### config.mk
export PLATFORM = sky130hd
export DESIGN_NAME = lc3_mem_arb_flat
export DESIGN_NICKNAME = d
export VERILOG_FILES = /design/src/rtl/lc3_mem_pkg.sv /design/src/rtl/lc3_mem_arb_if.sv /design/src/rtl/lc3_mem_arb_rr_arb.sv /design/src/rtl/lc3_mem_arb.sv /design/src/flat_wrapper.sv
export SDC_FILE = /design/constraint.sdc
export NUM_CORES = 1
export LEC_CHECK = 0
export BUFFER_PORTS_ARGS = -buffer_cell sky130_fd_sc_hd__buf_2
export CELL_PAD_IN_SITES_DETAIL_PLACEMENT = 1
export CELL_PAD_IN_SITES_GLOBAL_PLACEMENT = 1
export CORE_MARGIN = 2
export CORE_UTILIZATION = 24
export DETAILED_ROUTE_END_ITERATION = 7
export PLACE_DENSITY = 0.64
export SLEW_MARGIN = 20
export SYNTH_ARGS = -nofsm -noshare
export SYNTH_HDL_FRONTEND = slang
export SYNTH_SLANG_ARGS = --single-unit
### constraint.sdc
create_clock -name clk -period 2.45 [get_ports clk]
set_input_delay 0.3675 -clock clk [delete_from_list [all_inputs] [get_ports clk]]
set_output_delay 0.3675 -clock clk [all_outputs]
set_load 0.02 [all_outputs]
### src/rtl/lc3_mem_pkg.sv
// Shared types and limits for the LC3 multi-channel memory front end.
package lc3_mem_pkg;

  localparam int unsigned LC3_AW  = 16;
  localparam int unsigned LC3_DW  = 16;
  localparam int unsigned MAX_NCH = 8;
  localparam int unsigned MAX_LAT = 15;
  localparam int unsigned CNT_W   = $clog2(MAX_LAT + 1);

  typedef enum logic [1:0] {
    IDLE,
    ACCESS,
    DONE
  } arb_state_e;

  // Width of a channel index; a single channel still needs one bit.
  function automatic int unsigned idx_w(input int unsigned n);
    return (n > 1) ? $clog2(n) : 1;
  endfunction

endpackage

### src/rtl/lc3_mem_arb_if.sv
// Requester-side handshake plus memory-side bus of the LC3 memory arbiter.
interface lc3_mem_arb_if #(
  parameter int unsigned NCH = 2,
  parameter int unsigned AW  = 16,
  parameter int unsigned DW  = 16
);
  localparam int unsigned GW = (NCH > 1) ? $clog2(NCH) : 1;

  logic [NCH-1:0]    req;
  logic [NCH-1:0]    we;
  logic [NCH*AW-1:0] addr;
  logic [NCH*DW-1:0] wdata;
  logic [NCH-1:0]    ack;
  logic [DW-1:0]     rdata;
  logic [GW-1:0]     gnt_idx;
  logic              busy;

  logic [AW-1:0]     mar;
  logic [DW-1:0]     mdr;
  logic              memwe;
  logic [DW-1:0]     memOut;

  modport master (
    output req, we, addr, wdata,
    input  ack, rdata, gnt_idx, busy
  );

  modport slave (
    input  req, we, addr, wdata, memOut,
    output ack, rdata, gnt_idx, busy, mar, mdr, memwe
  );

  modport mem (
    input  mar, mdr, memwe,
    output memOut
  );

endinterface

### src/rtl/lc3_mem_arb_rr_arb.sv
// Combinational round-robin picker: first asserted request above last_gnt, with wrap.
module lc3_rr_arb
  import lc3_mem_pkg::*;
#(
  parameter int unsigned NCH = 2
) (
  input  logic [NCH-1:0]          req,
  input  logic [idx_w(NCH)-1:0]   last_gnt,
  output logic [idx_w(NCH)-1:0]   gnt_idx,
  output logic                    any
);

  localparam int unsigned GW = idx_w(NCH);

  logic [GW-1:0] cand;

  always_comb begin
    gnt_idx = '0;
    any     = 1'b0;
    cand    = '0;
    // Offset NCH lands back on last_gnt, so it only wins when it is the sole requester.
    for (int unsigned i = 1; i <= NCH; i++) begin
      cand = GW'((32'(last_gnt) + i) % NCH);
      if (!any && req[cand]) begin
        any     = 1'b1;
        gnt_idx = cand;
      end
    end
  end

endmodule

### src/rtl/lc3_mem_arb.sv
// LC3 unified-memory front end: round-robin arbitration of NCH requesters onto one
// single-port memory with request/ack handshake and configurable read latency.
module lc3_mem_arb
  import lc3_mem_pkg::*;
#(
  parameter int unsigned NCH = 2,
  parameter int unsigned AW  = LC3_AW,
  parameter int unsigned DW  = LC3_DW,
  parameter int unsigned LAT = 1
) (
  input  logic          clk,
  input  logic          reset,
  lc3_mem_arb_if.slave  bus
);

  localparam int unsigned GW = idx_w(NCH);

  if (NCH < 1 || NCH > MAX_NCH) begin : g_bad_nch
    $error("lc3_mem_arb: NCH=%0d outside 1..%0d", NCH, MAX_NCH);
  end
  if (LAT < 1 || LAT > MAX_LAT) begin : g_bad_lat
    $error("lc3_mem_arb: LAT=%0d outside 1..%0d", LAT, MAX_LAT);
  end

  arb_state_e       state_q, state_d;
  logic [AW-1:0]    mar_q, mar_d;
  logic [DW-1:0]    mdr_q, mdr_d;
  logic [DW-1:0]    rdata_q, rdata_d;
  logic             we_q, we_d;
  logic             memwe_q, memwe_d;
  logic [GW-1:0]    gnt_q, gnt_d;
  logic [GW-1:0]    last_q, last_d;
  logic [CNT_W-1:0] cnt_q, cnt_d;

  logic [GW-1:0]    pick;
  logic             any;
  logic [AW-1:0]    sel_addr;
  logic [DW-1:0]    sel_wdata;
  logic             sel_we;

  lc3_rr_arb #(.NCH(NCH)) u_rr (
    .req      (bus.req),
    .last_gnt (last_q),
    .gnt_idx  (pick),
    .any      (any)
  );

  always_comb begin
    sel_addr  = '0;
    sel_wdata = '0;
    sel_we    = 1'b0;
    for (int unsigned i = 0; i < NCH; i++) begin
      if (pick == GW'(i)) begin
        sel_addr  = bus.addr[i*AW +: AW];
        sel_wdata = bus.wdata[i*DW +: DW];
        sel_we    = bus.we[i];
      end
    end
  end

  always_ff @(posedge clk) begin
    if (reset) begin
      state_q <= IDLE;
      mar_q   <= '0;
      mdr_q   <= '0;
      rdata_q <= '0;
      we_q    <= 1'b0;
      memwe_q <= 1'b0;
      gnt_q   <= '0;
      last_q  <= GW'(NCH - 1);
      cnt_q   <= '0;
    end else begin
      state_q <= state_d;
      mar_q   <= mar_d;
      mdr_q   <= mdr_d;
      rdata_q <= rdata_d;
      we_q    <= we_d;
      memwe_q <= memwe_d;
      gnt_q   <= gnt_d;
      last_q  <= last_d;
      cnt_q   <= cnt_d;
    end
  end

  always_comb begin
    state_d = state_q;
    case (state_q)
      IDLE:    if (any) state_d = ACCESS;
      ACCESS:  if (cnt_q == CNT_W'(1)) state_d = DONE;
      DONE:    state_d = IDLE;
      default: state_d = IDLE;
    endcase
  end

  // Datapath: everything is latched at the grant edge; memwe is set there so it
  // is high for exactly the first ACCESS cycle.
  always_comb begin
    mar_d   = mar_q;
    mdr_d   = mdr_q;
    rdata_d = rdata_q;
    we_d    = we_q;
    gnt_d   = gnt_q;
    last_d  = last_q;
    cnt_d   = cnt_q;
    memwe_d = 1'b0;
    case (state_q)
      IDLE: begin
        if (any) begin
          mar_d   = sel_addr;
          mdr_d   = sel_wdata;
          we_d    = sel_we;
          memwe_d = sel_we;
          gnt_d   = pick;
          last_d  = pick;
          cnt_d   = sel_we ? CNT_W'(1) : CNT_W'(LAT);
        end
      end
      ACCESS: begin
        cnt_d = cnt_q - CNT_W'(1);
        if (cnt_q == CNT_W'(1) && !we_q) rdata_d = bus.memOut;
      end
      default: ;
    endcase
  end

  always_comb begin
    bus.ack = '0;
    if (state_q == DONE) bus.ack[gnt_q] = 1'b1;
    bus.busy    = (state_q != IDLE);
    bus.rdata   = rdata_q;
    bus.gnt_idx = gnt_q;
    bus.mar     = mar_q;
    bus.mdr     = mdr_q;
    bus.memwe   = memwe_q;
  end

endmodule

### src/flat_wrapper.sv
// flat-port wrapper written by rule: the top's interface ports become plain ports
module lc3_mem_arb_flat import lc3_mem_pkg::*;
#(
  parameter int unsigned NCH = 2,
  parameter int unsigned AW  = LC3_AW,
  parameter int unsigned DW  = LC3_DW,
  parameter int unsigned LAT = 1
)
  (clk, reset, bus_req, bus_we, bus_addr, bus_wdata, bus_memOut, bus_ack, bus_rdata, bus_gnt_idx, bus_busy, bus_mar, bus_mdr, bus_memwe);
  lc3_mem_arb_if #(.NCH(NCH), .AW(AW), .DW(DW)) bus_i ();
  input  logic clk;
  input  logic reset;
  input wire logic [$bits(bus_i.req)-1:0] bus_req;
  input wire logic [$bits(bus_i.we)-1:0] bus_we;
  input wire logic [$bits(bus_i.addr)-1:0] bus_addr;
  input wire logic [$bits(bus_i.wdata)-1:0] bus_wdata;
  input wire logic [$bits(bus_i.memOut)-1:0] bus_memOut;
  output wire logic [$bits(bus_i.ack)-1:0] bus_ack;
  output wire logic [$bits(bus_i.rdata)-1:0] bus_rdata;
  output wire logic [$bits(bus_i.gnt_idx)-1:0] bus_gnt_idx;
  output wire logic [$bits(bus_i.busy)-1:0] bus_busy;
  output wire logic [$bits(bus_i.mar)-1:0] bus_mar;
  output wire logic [$bits(bus_i.mdr)-1:0] bus_mdr;
  output wire logic [$bits(bus_i.memwe)-1:0] bus_memwe;
  assign bus_i.req = bus_req;
  assign bus_i.we = bus_we;
  assign bus_i.addr = bus_addr;
  assign bus_i.wdata = bus_wdata;
  assign bus_i.memOut = bus_memOut;
  assign bus_ack = bus_i.ack;
  assign bus_rdata = bus_i.rdata;
  assign bus_gnt_idx = bus_i.gnt_idx;
  assign bus_busy = bus_i.busy;
  assign bus_mar = bus_i.mar;
  assign bus_mdr = bus_i.mdr;
  assign bus_memwe = bus_i.memwe;
  lc3_mem_arb #(.NCH(NCH), .AW(AW), .DW(DW), .LAT(LAT)) u_core (.clk(clk), .reset(reset), .bus(bus_i));
endmodule
==> results of run 1 <==
==> state kept, by name, indices dropped and copies added (netlist names) <==
register            flops
u_core.bus.gnt_idx      1
u_core.bus.mar         16
u_core.bus.mdr         16
u_core.bus.memwe        1
u_core.bus.rdata       16
u_core.cnt_q            4
u_core.last_q           1
u_core.state_q          2
u_core.we_q             1
==> worst max-delay path, stage by stage (launching register included) <==
cell,delay [ns]
dfxtp_1,0.33
inv_1,0.08
ha_1,0.13
or3b_4,0.40
nor3_4,0.18
buf_4,0.31
mux2i_1,0.22
==> power by group <==
part / total, mW / leakage, nW / internal, mW / switching (mW)
Clock: 0.927 / 0.106 / 0.547 / 0.381
Combinational: 0.672 / 1.08 / 0.263 / 0.409
Sequential: 1.11 / 0.478 / 1.05 / 0.0660
==> worst max path at each step <==
stage                                         startpoint                          endpoint  slack [ns]
after global placement      u_core.cnt_q[0]$_SDFFE_PP0P_  u_core.bus.rdata[9]$_SDFFE_PP0P_        0.74
after global routing      u_core.state_q[0]$_SDFFE_PP0P_   u_core.bus.mdr[15]$_SDFFE_PP0P_        0.55
final                       u_core.cnt_q[1]$_SDFFE_PP0P_  u_core.bus.rdata[4]$_SDFFE_PP0P_        0.72
after floorplan             u_core.cnt_q[0]$_SDFFE_PP0P_  u_core.bus.rdata[0]$_SDFFE_PP0P_        0.75
after detailed placement    u_core.cnt_q[0]$_SDFFE_PP0P_  u_core.bus.rdata[1]$_SDFFE_PP0P_        0.69
after CTS                   u_core.cnt_q[1]$_SDFFE_PP0P_  u_core.bus.rdata[1]$_SDFFE_PP0P_        0.69
==> layout make-up <==
type	instances	area (µm²)
fill	1319	7100
multi-input combinational	216	1340
sequential	58	1160
timing repair buffer	143	753
clock inverter	2	35.0
inverter	3	11.3
clock buffer	13	169
tap	140	175
==> kinds of logic after synthesis <==
group           Yosys count  share of synthesized area
compound gates           78                      0.203
xor+xnor                  1                    0.00335
fa+ha+maj                 2                    0.00958
buf+inv                  29                     0.0498
flops                    58                      0.444
mux                      17                     0.0651
simple gates            118                      0.225
==> metal layers <==
metal | share of wire | wire length (µm) | track usage | vias up
met1 | 0.44 | 3720 | 0.171 | 1271
met5 | 0 | 0 | 0 | -
met2 | 0.47 | 4030 | 0.247 | 98
met4 | 0.010 | 85 | 0.0504 | 0
met3 | 0.082 | 700 | 0.0464 | 8
li1 | - | - | - | 1324
==> synthesized netlist by cell type <==
cell type / n
o211ai_1: 2
o21ai_0: 2
inv_1: 3
o31a_1: 1
a211oi_1: 1
a311oi_1: 32
nor2_1: 1
a21oi_1: 37
nor3b_1: 1
buf_12: 1
nor3_4: 1
nor2_2: 2
nand3_1: 2
xor2_1: 1
and3b_1: 1
mux2i_1: 17
clkbuf_1: 21
nand2b_1: 34
nand2_1: 66
a21boi_1: 1
a21bo_2: 1
nand3b_1: 2
or3_1: 1
nor2b_1: 1
or3b_4: 1
or2_2: 1
ha_1: 2
buf_2: 4
a31oi_1: 1
dfxtp_1: 58
nor3_1: 3
or3_2: 1
==> metrics by stage <==
stage / area [µm²] / total power, mW
6_report: 3650 / 2.71
4_1_cts: 3650 / 2.76
2_1_floorplan: 2610 / 1.55
3_3_place_gp: 3440 / 1.80
5_1_grt: 3650 / 2.87
3_5_place_dp: 3440 / 1.82
==> run metrics, run 1 <==
status finished, final reports clean; Hold Fails Final Rpt 0; Max FO, Critical Path 16; commonest non-fill, non-tap cell in the layout buf_2; Util after Layout 0.339; Max-cap violations 0; Clock transition at path regs 0.07 ns; Hold Path Class input pin to flop; initial antenna violation count 0; post-DR vias/cell 4.70; unrepaired setup endpoints after global routing no; # rows 38; Pre-Repair DR Iteration Count 4; first-pass GRT wire length 13.2 mm; r2r worst-path depth 6; setup TNS 0 ns; worst-skew pair later-pin latency 0.34 ns; critical register-to-register path endpoint u_core.bus.rdata[4]$_SDFFE_PP0P_; Final period util 0.707; Fmax achieved roughly 0.58 GHz; Hold Path Stages 3; drt drc 0; setup bufs post-CTS 0; # clock sinks 58; Startpoint Class flop; CP required around 2.7 ns; Netlist cell types 32; clk buf depth 2; Ys Warns 0; largest net degree at the start of global routing 45; CTS Buf Count 9; area grow syn2layout 39.6%; flops & latches, synth 58; Cell Pwr Density 744 mW/mm²; Starting Density 0.243; RR Startpoint u_core.cnt_q[1]$_SDFFE_PP0P_; R2R Setup Slk 0.72 ns; max-slew violations 0; peak supply drop between 0.2 and 0.3 mV; worst slew pin tran 0.873 ns; synthesized net count 391; dpl ws 0.690 ns; drt total wl between 8 and 9 mm; post-DR wirelength/cell about 15 µm; final setup vio count 0; placed cell count 560; Iteration-0 DRC Markers 86; mapped cell area 0.00261 mm²; Final nets 519; die width 108 µm; max_slew headroom 0.417; Tmin final 1.73 ns; vias in the first global route 2,735; number of diodes 0; start point of the worst min-delay path bus_memOut[8]; Chip Height 108 µm; fin cells roughly 580; share of layout cells above drive strength 1 0.379; post-CTS resize count 0; Core Box Area between 0.01 and 0.015 mm²; Worst EP arrival a little under 2 ns; Synth area leader dfxtp_1; antenna-violating nets left 0; fin worst setup slack 0.717 ns; CTS Hold Bufs 0; critical path type flop to flop; RePlAce Congestion 0.692; Syn Inst Count a little over 300; vias 2,701; total congestion overflow 0; endpoint with the worst hold slack u_core.bus.rdata[8]$_SDFFE_PP0P_; top cells by area, synth dfxtp_1 (44%), a311oi_1 (11%), nand2_1 (9.5%); HPWL Detailed 6.01 mm; # port buffers around 140; CTS tree yes; WHS 0.290 ns; GR Util All Layers 0.145; LEAKAGE 1.66 nW; commonest cells after routing, fill and taps aside buf_2 (138), nand2_1 (66), dfxtp_1 (58), a21oi_1 (37), nand2b_1 (34); I/O pin count 139; Seq/Total Area, Yosys 0.444; syn avg cell area 8.62 µm²; Clock Root Buffer clkbuf_8; die area 0.0117 mm²; CP Capture Type flop; CTS H-tree depth 3; Worst Skew 0.0119 ns; Yosys top cell area share 0.444
(Power assumes the default switching activity.)
==> run 2, diff against run 1 <==
--- a/config.mk
+++ b/config.mk
@@ -5,13 +5,14 @@
 export SDC_FILE = /design/constraint.sdc
 export NUM_CORES = 1
 export LEC_CHECK = 0
+export ABC_AREA = 1
 export BUFFER_PORTS_ARGS = -buffer_cell sky130_fd_sc_hd__buf_2
 export CELL_PAD_IN_SITES_DETAIL_PLACEMENT = 1
 export CELL_PAD_IN_SITES_GLOBAL_PLACEMENT = 1
 export CORE_MARGIN = 2
 export CORE_UTILIZATION = 24
 export DETAILED_ROUTE_END_ITERATION = 7
-export PLACE_DENSITY = 0.64
+export PLACE_DENSITY = 0.66
 export SLEW_MARGIN = 20
 export SYNTH_ARGS = -nofsm -noshare
 export SYNTH_HDL_FRONTEND = slang
==> constraint.sdc (replaced) <==
create_clock -name clk -period 1.7 [get_ports clk]
set_input_delay 0.255 -clock clk [delete_from_list [all_inputs] [get_ports clk]]
set_output_delay 0.255 -clock clk [all_outputs]
set_load 0.02 [all_outputs]
==> run metrics, run 2 <==
Max-cap violations 0; number of diodes 0; total congestion overflow 0; drt total wl 8.62 mm; number of synthesized flops with an enable pin 0; top cells by count, synth nand2_1 (126), nor2_1 (98), dfxtp_1 (58); vias in the first global route 3,104; critical path type flop to output pin; worst-skew pair later-pin latency 0.33 ns; R2R Setup Slk 0.35 ns; I/O pin count 139; post-DR vias/cell roughly 4.3; CTS Buf Count 9; commonest non-fill, non-tap cell in the layout buf_2; critical register-to-register path endpoint u_core.bus.rdata[5]$_SDFFE_PP0P_; max_slew headroom 0.716; RePlAce Congestion 0.755; antenna-violating nets left 0; Cell Pwr Density 1100 mW/mm²; GR Util All Layers 0.149; area grow syn2layout 39.8%; Compound-Gate Fraction of Synth Area 0.0739; Synth area leader dfxtp_1; dpl ws 0.351 ns; WHS 0.163 ns; Hold Path Stages 2; post-synthesis mux area share 0; r2r worst-path depth 8; top-count cell post-synth nand2_1; start point of the worst min-delay path reset; Clock Root Buffer clkbuf_8; Max FO, Critical Path 4; Final nets ~640; share of layout cells above drive strength 1 0.316; largest net degree at the start of global routing 43; first-pass GRT wire length 14.0 mm; Worst Skew approximately 0.0095 ns; post-CTS resize count 0; setup bufs post-CTS 0; post-DR wirelength/cell 12.4 µm; clk buf depth 2; Ys Warns 0; LEAKAGE 2.06 nW; Clock transition at path regs 0.07 ns; Final period util 0.846; # port buffers ~140; CTS Hold Bufs 0; fin worst setup slack 0.261 ns; # clock sinks 58; Hold Path Class input pin to flop; placed cell count 677; Adder-Cell Fraction of Synth Area 0.00929; HPWL Detailed 6.64 mm; Netlist cell types 25; largest family of logic cells by synthesized area simple AND/OR/NAND/NOR gates; predominant post-synthesis flop cell dfxtp_1; Pre-Repair DR Iteration Count 4; synthesized net count 500; CTS tree yes; Chip Height around 110 µm; initial antenna violation count 0; # rows 38; Simple-Gate Fraction of Synth Area 0.399; Hold Fails Final Rpt 0; Seq/Total Area, Yosys 0.431; final setup vio count 0; CP required around 1.4 ns; flops & latches, synth 58; max-slew violations 0; drt drc 0; Iteration-0 DRC Markers 69; die area 0.0121 mm²; vias 2,996; die width 110 µm; setup TNS 0 ns; unrepaired setup endpoints after global routing no; mapped cell area between 0.002 and 0.003 mm²; CTS H-tree depth 3; Startpoint Class flop; status finished, final reports clean; syn avg cell area roughly 6.5 µm²; Yosys top cell area share 0.431; CP Capture Type output pin; Tmin final 1.44 ns; commonest cells after routing, fill and taps aside buf_2 (138), nand2_1 (126), nor2_1 (98), dfxtp_1 (58), o21ai_0 (24); worst slew pin tran between 0.4 and 0.5 ns; Starting Density 0.247; peak supply drop 0.361 mV; RR Startpoint u_core.cnt_q[1]$_SDFFE_PP0P_; Core Box Area 0.0109 mm²; fin cells 693; Post-Synth XOR/XNOR Area 0; endpoint with the worst hold slack u_core.bus.gnt_idx$_SDFFE_PP0P_; Syn Inst Count 412; Worst EP arrival 1.18 ns; top cells by area, synth dfxtp_1 (43%), nand2_1 (18%), nor2_1 (14%); Async SR Flop Fraction 0; Fmax achieved 0.695 GHz
[run 2: cell types whose count changed after synthesis, moves of 9 or more]
cell and change:
a21oi_1 -32, a311oi_1 -32, buf_2 +9, clkbuf_1 -15, inv_1 +20, mux2i_1 -17
nand2_1 +60, nand2b_1 -34, nand3_1 +9, nand4_1 +16, nor2_1 +97, o21ai_0 +22
o21ai_1 +9
[run 2: logic make-up after synthesis]
kind of cell,after synthesis
adders and majority gates,2
and+or+nand+nor,260
DFF,58
AOI/OAI and AO/OA,39
buffers and inverters,53
[run 2: routing by layer]
| metal | up-vias | GRT usage | share of wire |
|---|---|---|---|
| met3 | 8 | 0.0516 | 0.094 |
| met2 | 109 | 0.252 | 0.45 |
| met5 | - | 0 | 0 |
| li1 | 1554 | - | - |
| met4 | 0 | 0.0597 | 0.013 |
| met1 | 1325 | 0.173 | 0.44 |
[run 2: power by group]
group          leakage, nW  internal (mW)  switching, mW
Combinational         1.48          0.400          0.714
Clock                0.109          0.861          0.554
Sequential           0.478           1.52         0.0912
Total                 2.06           2.78           1.36
[run 2: final cells by class]
| class | instances | area [µm²] |
|---|---|---|
| clock buffers | 11 | 141 |
| clock inverters | 5 | 77.6 |
| fillers | 1454 | 7120 |
| inverters | 30 | 113 |
| multi-input cells | 301 | 1310 |
| flip-flops and latches | 58 | 1160 |
| well taps | 140 | 175 |
| repair buffers | 148 | 791 |
[run 2: worst max-delay path by stage]
stage,cells after the start,slack [ns],end,from
floorplan,8,0.40,u_core.bus.rdata[2]$_SDFFE_PP0P_,u_core.cnt_q[1]$_SDFFE_PP0P_
global route,8,0.18,u_core.bus.rdata[14]$_SDFFE_PP0P_,u_core.cnt_q[1]$_SDFFE_PP0P_
finish,3,0.26,bus_ack[0],u_core.state_q[1]$_SDFFE_PP0P_
global placement,6,0.39,u_core.cnt_q[0]$_SDFFE_PP0P_,u_core.state_q[1]$_SDFFE_PP0P_
CTS,3,0.22,bus_ack[0],u_core.state_q[1]$_SDFFE_PP0P_
detailed placement,8,0.35,u_core.bus.rdata[5]$_SDFFE_PP0P_,u_core.cnt_q[1]$_SDFFE_PP0P_
[run 2: metrics by stage]
stage / area [µm²] / util / total power [mW]
2_1_floorplan: 2690 / - / 2.35
3_3_place_gp: 3540 / 0.326 / 2.75
3_5_place_dp: 3540 / 0.326 / 2.78
4_1_cts: 3760 / 0.346 / 4.23
5_1_grt: 3760 / 0.346 / 4.42
6_report: 3760 / 0.346 / 4.14
[run 2: worst max-delay path: stages (launching register included)]
cell	delay (ns)
dfxtp_1	0.42
inv_1	0.06
nor3_1	0.16
buf_2	0.22
